<file path="src/rtl/matmul_loop_sequencer.sv">
// Loop sequencer for C = A*B: walks i/j/k, issues one operand tuple per k step
// to the FP MAC over valid/ready, and bounds retired-pending dot products by credits.
module matmul_loop_sequencer #(
  parameter int DIM_W   = 32,
  parameter int ADDR_W  = 16,
  parameter int MAX_OUT = 4
) (
  input  logic              clk,
  input  logic              reset,
  input  logic              start,
  input  logic [DIM_W-1:0]  num_i,
  input  logic [DIM_W-1:0]  num_j,
  input  logic [DIM_W-1:0]  num_k,
  input  logic [ADDR_W-1:0] base_a,
  input  logic [ADDR_W-1:0] base_b,
  input  logic [ADDR_W-1:0] base_c,
  output logic              op_valid,
  input  logic              op_ready,
  output logic [ADDR_W-1:0] op_addr_a,
  output logic [ADDR_W-1:0] op_addr_b,
  output logic [ADDR_W-1:0] op_addr_c,
  output logic              op_first,
  output logic              op_last,
  input  logic              res_done,
  output logic [DIM_W-1:0]  cur_i,
  output logic [DIM_W-1:0]  cur_j,
  output logic [DIM_W-1:0]  cur_k,
  output logic              busy,
  output logic              done,
  output logic              err
);

  localparam int CW = $clog2(MAX_OUT + 1);

  typedef enum logic [1:0] {S_IDLE, S_RUN, S_DRAIN, S_DONE} state_t;

  state_t            state_q, state_d;
  logic [DIM_W-1:0]  ni_q, ni_d, nj_q, nj_d, nk_q, nk_d;
  logic [DIM_W-1:0]  i_q, i_d, j_q, j_d, k_q, k_d;
  logic [ADDR_W-1:0] base_b_q, base_b_d;
  // addr_a/b/c track the presented tuple; row_a is A's row start, col_b is B's column start
  logic [ADDR_W-1:0] addr_a_q, addr_a_d, addr_b_q, addr_b_d, addr_c_q, addr_c_d;
  logic [ADDR_W-1:0] row_a_q, row_a_d, col_b_q, col_b_d;
  logic [CW-1:0]     credits_q, credits_d;
  logic              err_q, err_d;

  logic in_run, last_i, last_j, last_k, xfer, inc;

  assign in_run    = (state_q == S_RUN);
  assign last_i    = (i_q == ni_q - DIM_W'(1));
  assign last_j    = (j_q == nj_q - DIM_W'(1));
  assign last_k    = (k_q == nk_q - DIM_W'(1));
  // Only the closing tuple of a dot product needs a credit, so only it stalls
  assign op_valid  = in_run && !((credits_q == CW'(MAX_OUT)) && last_k);
  assign op_first  = in_run && (k_q == '0);
  assign op_last   = in_run && last_k;
  assign xfer      = op_valid && op_ready;
  assign inc       = xfer && op_last;
  assign op_addr_a = addr_a_q;
  assign op_addr_b = addr_b_q;
  assign op_addr_c = addr_c_q;
  assign cur_i     = i_q;
  assign cur_j     = j_q;
  assign cur_k     = k_q;
  assign busy      = (state_q == S_RUN) || (state_q == S_DRAIN);
  assign done      = (state_q == S_DONE);
  assign err       = err_q;

  // Next-state: credit accounting, loop advance with incremental addressing, FSM
  always_comb begin
    state_d   = state_q;
    ni_d      = ni_q;
    nj_d      = nj_q;
    nk_d      = nk_q;
    i_d       = i_q;
    j_d       = j_q;
    k_d       = k_q;
    base_b_d  = base_b_q;
    addr_a_d  = addr_a_q;
    addr_b_d  = addr_b_q;
    addr_c_d  = addr_c_q;
    row_a_d   = row_a_q;
    col_b_d   = col_b_q;
    credits_d = credits_q;
    err_d     = err_q;

    if (inc && !res_done) begin
      credits_d = credits_q + CW'(1);
    end else if (!inc && res_done) begin
      if (credits_q == '0) err_d = 1'b1;
      else                 credits_d = credits_q - CW'(1);
    end

    case (state_q)
      S_IDLE: begin
        if (start) begin
          ni_d     = num_i;
          nj_d     = num_j;
          nk_d     = num_k;
          base_b_d = base_b;
          i_d      = '0;
          j_d      = '0;
          k_d      = '0;
          addr_a_d = base_a;
          row_a_d  = base_a;
          addr_b_d = base_b;
          col_b_d  = base_b;
          addr_c_d = base_c;
          err_d    = 1'b0;
          state_d  = ((num_i == '0) || (num_j == '0) || (num_k == '0)) ? S_DONE : S_RUN;
        end
      end
      S_RUN: begin
        if (xfer) begin
          if (!last_k) begin
            k_d      = k_q + DIM_W'(1);
            addr_a_d = addr_a_q + ADDR_W'(1);
            addr_b_d = addr_b_q + ADDR_W'(nj_q);
          end else begin
            k_d      = '0;
            addr_c_d = addr_c_q + ADDR_W'(1);
            if (!last_j) begin
              j_d      = j_q + DIM_W'(1);
              addr_a_d = row_a_q;
              col_b_d  = col_b_q + ADDR_W'(1);
              addr_b_d = col_b_q + ADDR_W'(1);
            end else begin
              // End of row i: next A row starts right after the last element of this one
              j_d      = '0;
              addr_a_d = addr_a_q + ADDR_W'(1);
              row_a_d  = addr_a_q + ADDR_W'(1);
              col_b_d  = base_b_q;
              addr_b_d = base_b_q;
              if (last_i) state_d = S_DRAIN;
              else        i_d     = i_q + DIM_W'(1);
            end
          end
        end
      end
      S_DRAIN: begin
        if (credits_d == '0) state_d = S_DONE;
      end
      default: state_d = S_IDLE;
    endcase
  end

  // State register with asynchronous active-low reset
  always_ff @(posedge clk or negedge reset) begin
    if (!reset) begin
      state_q   <= S_IDLE;
      ni_q      <= '0;
      nj_q      <= '0;
      nk_q      <= '0;
      i_q       <= '0;
      j_q       <= '0;
      k_q       <= '0;
      base_b_q  <= '0;
      addr_a_q  <= '0;
      addr_b_q  <= '0;
      addr_c_q  <= '0;
      row_a_q   <= '0;
      col_b_q   <= '0;
      credits_q <= '0;
      err_q     <= 1'b0;
    end else begin
      state_q   <= state_d;
      ni_q      <= ni_d;
      nj_q      <= nj_d;
      nk_q      <= nk_d;
      i_q       <= i_d;
      j_q       <= j_d;
      k_q       <= k_d;
      base_b_q  <= base_b_d;
      addr_a_q  <= addr_a_d;
      addr_b_q  <= addr_b_d;
      addr_c_q  <= addr_c_d;
      row_a_q   <= row_a_d;
      col_b_q   <= col_b_d;
      credits_q <= credits_d;
      err_q     <= err_d;
    end
  end

endmodule

</file>
<file path="config.mk">
export PLATFORM = sky130hd
export DESIGN_NAME = matmul_loop_sequencer
export DESIGN_NICKNAME = d
export VERILOG_FILES = /design/src/rtl/matmul_loop_sequencer.sv
export SDC_FILE = /design/constraint.sdc
export NUM_CORES = 1
export LEC_CHECK = 0
export ABC_AREA = 1
export BUFFER_PORTS_ARGS = -buffer_cell sky130_fd_sc_hd__buf_4
export CORE_MARGIN = 2
export CORE_UTILIZATION = 40
export DETAILED_ROUTE_END_ITERATION = 10
export PLACE_DENSITY = 0.62
export SYNTH_ARGS = -nofsm -noshare
export SYNTH_HDL_FRONTEND = slang
export SYNTH_SLANG_ARGS = --single-unit
</file>
<file path="constraint.sdc">
create_clock -name clk -period 6.85 [get_ports clk]
set_clock_uncertainty 0.2 [all_clocks]
set_input_delay 1.0275 -clock clk [delete_from_list [all_inputs] [get_ports clk]]
set_output_delay 1.0275 -clock clk [all_outputs]
set_load 0.01 [all_outputs]
</file>
==> results of run 1 <==
[power groups by stage]
| stage | clock network, mW | registers, mW | logic, mW |
|---|---|---|---|
| floorplan | 0 | 2.93 | 3.44 |
| global placement | 0 | 3.08 | 4.54 |
| detailed placement | 0 | 3.10 | 4.61 |
| CTS | 2.09 | 3.08 | 4.64 |
| global route | 2.16 | 3.17 | 5.20 |
| finish | 2.05 | 3.08 | 4.62 |
[flip-flops by register name, summed over array words and instances, names as in the netlist]
signal and flops:
err 1, cur_i 32, state_q 2, row_a_q 16, credits_q 3, ni_q 32, nk_q 32, op_addr_c 16
cur_k 32, op_addr_b 16, base_b_q 16, nj_q 32, cur_j 32, op_addr_a 16, col_b_q 16
[worst paths after layout]
| check | depth (start not counted) | start | to |
|---|---|---|---|
| min in group clk | 2 | row_a_q[2] | row_a_q[2] |
| hold reg to reg | 2 | row_a_q[2] | row_a_q[2] |
| setup / recovery | 12 | nk_q[0] | op_last |
| max in group asynchronous | 2 | reset | row_a_q[10] |
| setup reg to reg | 21 | nk_q[0] | op_addr_c[8] |
| hold / removal | 1 | reset | cur_i[10] |
[synth_stat cells, types with 5 or more instances]
cell        n
nand3b_1   10
clkbuf_1   40
inv_1     237
a31oi_1    34
xor2_1    187
o21a_1      5
o21ai_1    21
inv_2      13
clkinv_1    5
nor2_4     10
nor2_1    388
nor3_1     71
a21oi_1   112
o41ai_1     9
buf_2      18
nand3_1    97
nor4_1     61
buf_4       9
clkbuf_8    8
o21ai_0   107
nor2_2     19
nand4_1    65
nand2_2    20
o211ai_1   15
ha_1       32
xnor2_1    76
mux2_2     71
buf_6      10
dfrtp_1   294
nand2_1   569
[final cells by class]
class	instances	share of cell area (%)
clock inverter	14	0.917
inverter	257	4.02
antenna	5	0.0518
clock buffer	52	4.28
sequential	294	30.5
multi-input combinational	2035	47.2
timing repair buffer	306	9.60
tap	672	3.48
[worst max-delay path: stages (launching register included)]
cell     delay (ns)
dfrtp_1        0.38
inv_2          0.11
ha_1           0.25
nand3_4        0.13
nor2_4         0.23
xor2_1         0.29
nand3_1        0.11
nor4_1         0.21
nand3_1        0.12
nor3_1         0.19
nand4_1        0.11
nor4_1         0.60
buf_4          0.25
[layer usage]
layer	track usage (%)	part of all wire, %	vias to the layer above
met5	0	0	-
met4	7.10	2.5	0
met3	4.39	6.2	101
met2	42.9	48	614
met1	34.1	44	9180
li1	-	-	9316
[kinds of logic after synthesis]
kind of cell,Yosys count,share of synthesized area [%]
adders and majority gates,33,2.07
xor gates and xnor gates,263,11.3
and+or+nand+nor,1344,29.7
AOI/OAI and AO/OA,324,8.91
DFF,294,36.2
muxes,71,3.94
buffers and inverters,351,7.87
==> results.sh, run 1 <==
export IMPL_status="completed"
export IMPL_instances_no_fill=3635
export IMPL_cp_end_kind="primary output"
export IMPL_cts_tree="done"
export IMPL_ys_warn_count=0
export IMPL_routed_via_density=5.29
export IMPL_grt_pass1_vias=18629
export IMPL_mostFrequentLayoutCells="nand2_1 (567), nor2_1 (388), buf_4 (304)"
export IMPL_synth_cell_types=66
export IMPL_cts_resized_gates=0
export IMPL_cp_start_kind="register"
export IMPL_synth_edff_count=0
export IMPL_nFillCells=4953
export IMPL_wl_per_cell_um=18.7
export IMPL_finalCritPeriodShare_pct=69.3
export IMPL_place_inst=3564
export IMPL_core_rowCount=82
export IMPL_grtUsageTotal_pct=25.6
export IMPL_io_pins=299
export IMPL_yosysSeqAreaShare_pct=36.2
export IMPL_netlist_instances=2680
export IMPL_rrSetupSlack_ns=2.31
export IMPL_synth_seq_cells=294
export IMPL_tns_ns=0
export IMPL_synth_main_ff_cell="dfrtp_1"
export IMPL_nets=3113
export IMPL_drv_cap=0
export IMPL_synth_top_area_share_pct=36.2
export IMPL_period_needed_ns=4.74
export IMPL_syn_nets=2862
export IMPL_gr_total_overflow=0
export IMPL_fmax_ghz=0.211
export IMPL_pwr_share_comb_pct=47.4
export IMPL_final_setup_viol_count=0
export IMPL_drive_above_1_share_pct=17.9
export IMPL_hold_class="in2async"
export IMPL_avgSynthCellArea_um2=7.58
export IMPL_hold_violations=0
export IMPL_start_util_pct=40.5
export IMPL_gp_congestion=0.908
export IMPL_total_power_mw=9.75
export IMPL_wl_mm=68.1
export IMPL_clkSinkCount=294
export IMPL_post_place_ws_ns=2.31
export IMPL_hold_buffers=0
export IMPL_die_h_um=229
export IMPL_clock_power_share_pct=21.0
export IMPL_synth_area_top_cells="dfrtp_1 (36%), nand2_1 (11%), xor2_1 (8.1%), nor2_1 (7.2%), inv_1 (4.4%)"
export IMPL_cp_required_ns=5.62
export IMPL_ant_nets=0
export IMPL_grt_pass1_wl_mm=107
export IMPL_core_area_um2=50200
export IMPL_antenna_found_initial=5
export IMPL_multi_input_area_um2=11400
export IMPL_dpl_cell_area_um2=22900
export IMPL_firstDrtPassIters=6
export IMPL_path_clk_slew_ns=0.05
export IMPL_portBuffers=298
export IMPL_clockBufferDepth=3
export IMPL_relSlewSlack_pct=32.4
export IMPL_final_common_cell="nand2_1"
export IMPL_dieArea_um2=52600
export IMPL_arrival_ns=3.52
export IMPL_grt_max_degree=131
export IMPL_syn_area_um2=20300
export IMPL_p_leak_nw=10.8
export IMPL_cts_root_buf="clkbuf_16"
export IMPL_synth_top_area_cell="dfrtp_1"
export IMPL_final_util_pct=48.1
export IMPL_drc=0
export IMPL_cts_buffers=37
export IMPL_vias=19211
export IMPL_ir_worst_vdd_mv=0.257
export IMPL_p_sw_mw=4.40
export IMPL_seqPwrFrac_pct=31.6
export IMPL_async_reset_ff_share_pct=100
export IMPL_critical_path_class="reg2out"
export IMPL_rsz0062_at_grt="no"
export IMPL_tightest_slew_ns=1.01
export IMPL_dp_hpwl_mm=51.3
export IMPL_area_sequential_um2=7360
export IMPL_switching_share_pct=45.1
export IMPL_clkLatencyLatePin_ns=0.56
export IMPL_cts_setup_buffers=0
export IMPL_die_x_um=229
export IMPL_htree_num_levels=2
export IMPL_design_area_um2=24100
export IMPL_setup_ws_ns=2.11
export IMPL_p_int_mw=5.35
export IMPL_slew_violations=0
export IMPL_critPathMaxFanout=7
export IMPL_syn_to_final_growth_pct=18.9
export IMPL_drtIter0Drc=1427
export IMPL_p_per_area_nw_per_um2=404
export IMPL_holdWs_ns=0.257
Note: power is estimated with default switching activity, not from simulation.
==> run 2: changes to the inputs <==
--- a/config.mk
+++ b/config.mk
@@ -5,12 +5,12 @@
 export SDC_FILE = /design/constraint.sdc
 export NUM_CORES = 1
 export LEC_CHECK = 0
-export ABC_AREA = 1
+export ABC_AREA = 0
 export BUFFER_PORTS_ARGS = -buffer_cell sky130_fd_sc_hd__buf_4
 export CORE_MARGIN = 2
 export CORE_UTILIZATION = 40
 export DETAILED_ROUTE_END_ITERATION = 10
-export PLACE_DENSITY = 0.62
+export PLACE_DENSITY = 0.65
 export SYNTH_ARGS = -nofsm -noshare
 export SYNTH_HDL_FRONTEND = slang
 export SYNTH_SLANG_ARGS = --single-unit
==> constraint.sdc (replaced) <==
create_clock -name clk -period 4.26 [get_ports clk]
set_clock_uncertainty 0.2 [all_clocks]
set_input_delay 0.639 -clock clk [delete_from_list [all_inputs] [get_ports clk]]
set_output_delay 0.639 -clock clk [all_outputs]
set_load 0.01 [all_outputs]
==> run 2 against run 1 <==
Net effect: the run now ends with negative setup slack left; critical path depth rose by 2; hold slack got worse by 0.17 ns; clock power grew 60%; critical path type is now reg2reg; sequential share of layout area down 3.1 points; register-to-register slack got worse by 2.6 ns; final cell count down 9.9%.
==> results.sh, run 2 <==
export IMPL_status="complete, but fails checks"
export IMPL_violations="negative setup slack"
export IMPL_synth_common_cells="dfrtp_1 (294), nor2_1 (192), nand2_1 (172)"
export IMPL_antenna_found_initial=3
export IMPL_ir_worst_vdd_mv=0.313
export IMPL_wl_mm=69.5
export IMPL_drive_above_1_share_pct=35.8
export IMPL_place_inst=3161
export IMPL_syn_to_final_growth_pct=38.7
export IMPL_cts_tree="done"
export IMPL_p_int_mw=10.4
export IMPL_grt_max_degree=118
export IMPL_firstDrtPassIters=8
export IMPL_netlist_instances=2158
export IMPL_pwr_share_comb_pct=54.8
export IMPL_gp_congestion=0.938
export IMPL_design_area_um2=26900
export IMPL_post_place_ws_ns=-0.762
export IMPL_synth_cell_types=82
export IMPL_die_h_um=224
export IMPL_p_leak_nw=11.5
export IMPL_period_needed_ns=4.57
export IMPL_clkSinkCount=294
export IMPL_slew_violations=0
export IMPL_syn_nets=2340
export IMPL_drc=0
export IMPL_drv_cap=0
export IMPL_core_rowCount=80
export IMPL_synth_top_area_share_pct=37.9
export IMPL_hold_violations=0
export IMPL_cp_start_kind="register"
export IMPL_relSlewSlack_pct=33.5
export IMPL_die_x_um=224
export IMPL_critical_path_class="reg2reg"
export IMPL_dpl_cell_area_um2=23900
export IMPL_critPathMaxFanout=6
export IMPL_gr_total_overflow=0
export IMPL_holdWs_ns=0.0871
export IMPL_grt_pass1_wl_mm=106
export IMPL_tightest_slew_ns=0.998
export IMPL_path_clk_slew_ns=0.06
export IMPL_portBuffers=298
export IMPL_multi_input_area_um2=12600
export IMPL_fmax_ghz=0.219
export IMPL_wl_per_cell_um=21.2
export IMPL_instances_no_fill=3276
export IMPL_synth_edff_count=0
export IMPL_start_util_pct=40.6
export IMPL_hold_class="in2reg"
export IMPL_rsz0062_at_grt="yes"
export IMPL_synth_most_common_cell="dfrtp_1"
export IMPL_io_pins=299
export IMPL_grt_pass1_vias=18555
export IMPL_dp_hpwl_mm=50.2
export IMPL_nFillCells=4167
export IMPL_dieArea_um2=50300
export IMPL_cts_root_buf="clkbuf_16"
export IMPL_cp_end_kind="register"
export IMPL_cp_required_ns=4.55
export IMPL_arrival_ns=4.86
export IMPL_synth_seq_cells=294
export IMPL_vias=19215
export IMPL_mostFrequentLayoutCells="buf_4 (480), dfrtp_1 (294), nor2_1 (181)"
export IMPL_synth_area_top_cells="dfrtp_1 (38%), mux2_2 (7.4%), xnor2_1 (5.7%), nor2_1 (3.7%), xor2_1 (3.4%)"
export IMPL_grtUsageTotal_pct=26.6
export IMPL_seqPwrFrac_pct=27.0
export IMPL_async_reset_ff_share_pct=100
export IMPL_total_power_mw=18.1
export IMPL_core_area_um2=47800
export IMPL_finalCritPeriodShare_pct=107
export IMPL_htree_num_levels=2
export IMPL_p_sw_mw=7.68
export IMPL_syn_area_um2=19400
export IMPL_avgSynthCellArea_um2=8.99
export IMPL_routed_via_density=5.87
export IMPL_synth_main_ff_cell="dfrtp_1"
export IMPL_area_sequential_um2=7360
export IMPL_yosysSeqAreaShare_pct=37.9
export IMPL_p_per_area_nw_per_um2=672
export IMPL_clkLatencyLatePin_ns=0.57
export IMPL_final_common_cell="buf_4"
export IMPL_setup_ws_ns=-0.306
export IMPL_switching_share_pct=42.5
export IMPL_nets=2816
export IMPL_ys_warn_count=0
export IMPL_clock_power_share_pct=18.2
export IMPL_final_setup_viol_count=104
export IMPL_cts_buffers=37
export IMPL_ant_nets=0
export IMPL_drtIter0Drc=1485
export IMPL_synth_top_area_cell="dfrtp_1"
export IMPL_clockBufferDepth=3
[run 2: cell type report]
| cell class | count | area share (%) |
|---|---|---|
| Multi-Input combinational cell | 1684 | 46.8 |
| Timing Repair Buffer | 553 | 17.4 |
| Inverter | 64 | 0.893 |
| Clock inverter | 19 | 0.823 |
| Antenna cell | 1 | 0.00930 |
| Clock buffer | 46 | 3.79 |
| Sequential cell | 294 | 27.3 |
| Tap cell | 615 | 2.86 |
[run 2: critical path: stages (launching register included)]
cell	delay [ns]
dfrtp_1	0.37
or4_4	0.54
or4b_4	0.58
buf_6	0.15
buf_6	0.11
or3_4	0.36
nor4b_4	0.25
nor2_2	0.09
nand4b_1	0.22
or4_4	0.50
nor4_4	0.16
buf_6	0.18
o21ai_4	0.10
or4_4	0.54
a21oi_2	0.14
[run 2: path summary, 6_finish.rpt]
path / from / endpoint / slack, ns / cells after the start
worst min-delay path: start / err / 0.09 / 2
min in group asynchronous: reset / ni_q[17] / 0.52 / 2
worst min register to register: base_b_q[7] / base_b_q[7] / 0.31 / 1
worst max-delay path: nj_q[4] / cur_i[12] / -0.31 / 14
max in group asynchronous: reset / base_b_q[6] / 2.26 / 3
worst max register to register: nj_q[4] / cur_i[12] / -0.31 / 14
[run 2: repair_timing]
item                                    in CTS  in global routing
resized for setup                          162                204
endpoints found under the setup margin     160                179
endpoints found under the hold margin        1                  0
cloned                                       5                  4
pin swaps                                   56                 80
hold buffers                                 1                  0
buffers inserted                            18                 29
[run 2: cell families after synthesis]
logic type	share of synthesized area, %
adder cells (fa/ha/maj)	2.17
buffers and inverters	3.57
flip-flops	37.9
XOR/XNOR	9.07
multiplexers	10.3
AO/OA/AOI/OAI	14.0
AND/OR/NAND/NOR	23.0
[run 2: power by group through the flow]
stage	sequential, mW	clock, mW	combinational, mW
floorplan	4.72	0	5.35
global placement	4.80	0	8.43
detailed placement	4.85	0	8.68
CTS	4.83	3.35	9.13
global route	5.01	3.47	10.7
finish	4.89	3.28	9.90
[run 2: metrics by stage]
step	util (%)	setup TNS, ns
final	56.2	-13.14
after global routing	56.2	-29.83
after detailed placement	49.9	-54.45
after floorplan	-	-6.32
after global placement	49.9	-43.16
after CTS	54.0	-18.74
[run 2: routing by layer]
layer	part of all wire (%)	vias up	routed length, um	GRT usage (%)
li1	-	8918	-	-
met1	44	9520	30700	36.2
met2	47	642	32600	43.1
met3	5.9	133	4070	4.31
met4	3.1	2	2140	8.95
met5	0.019	-	13	0
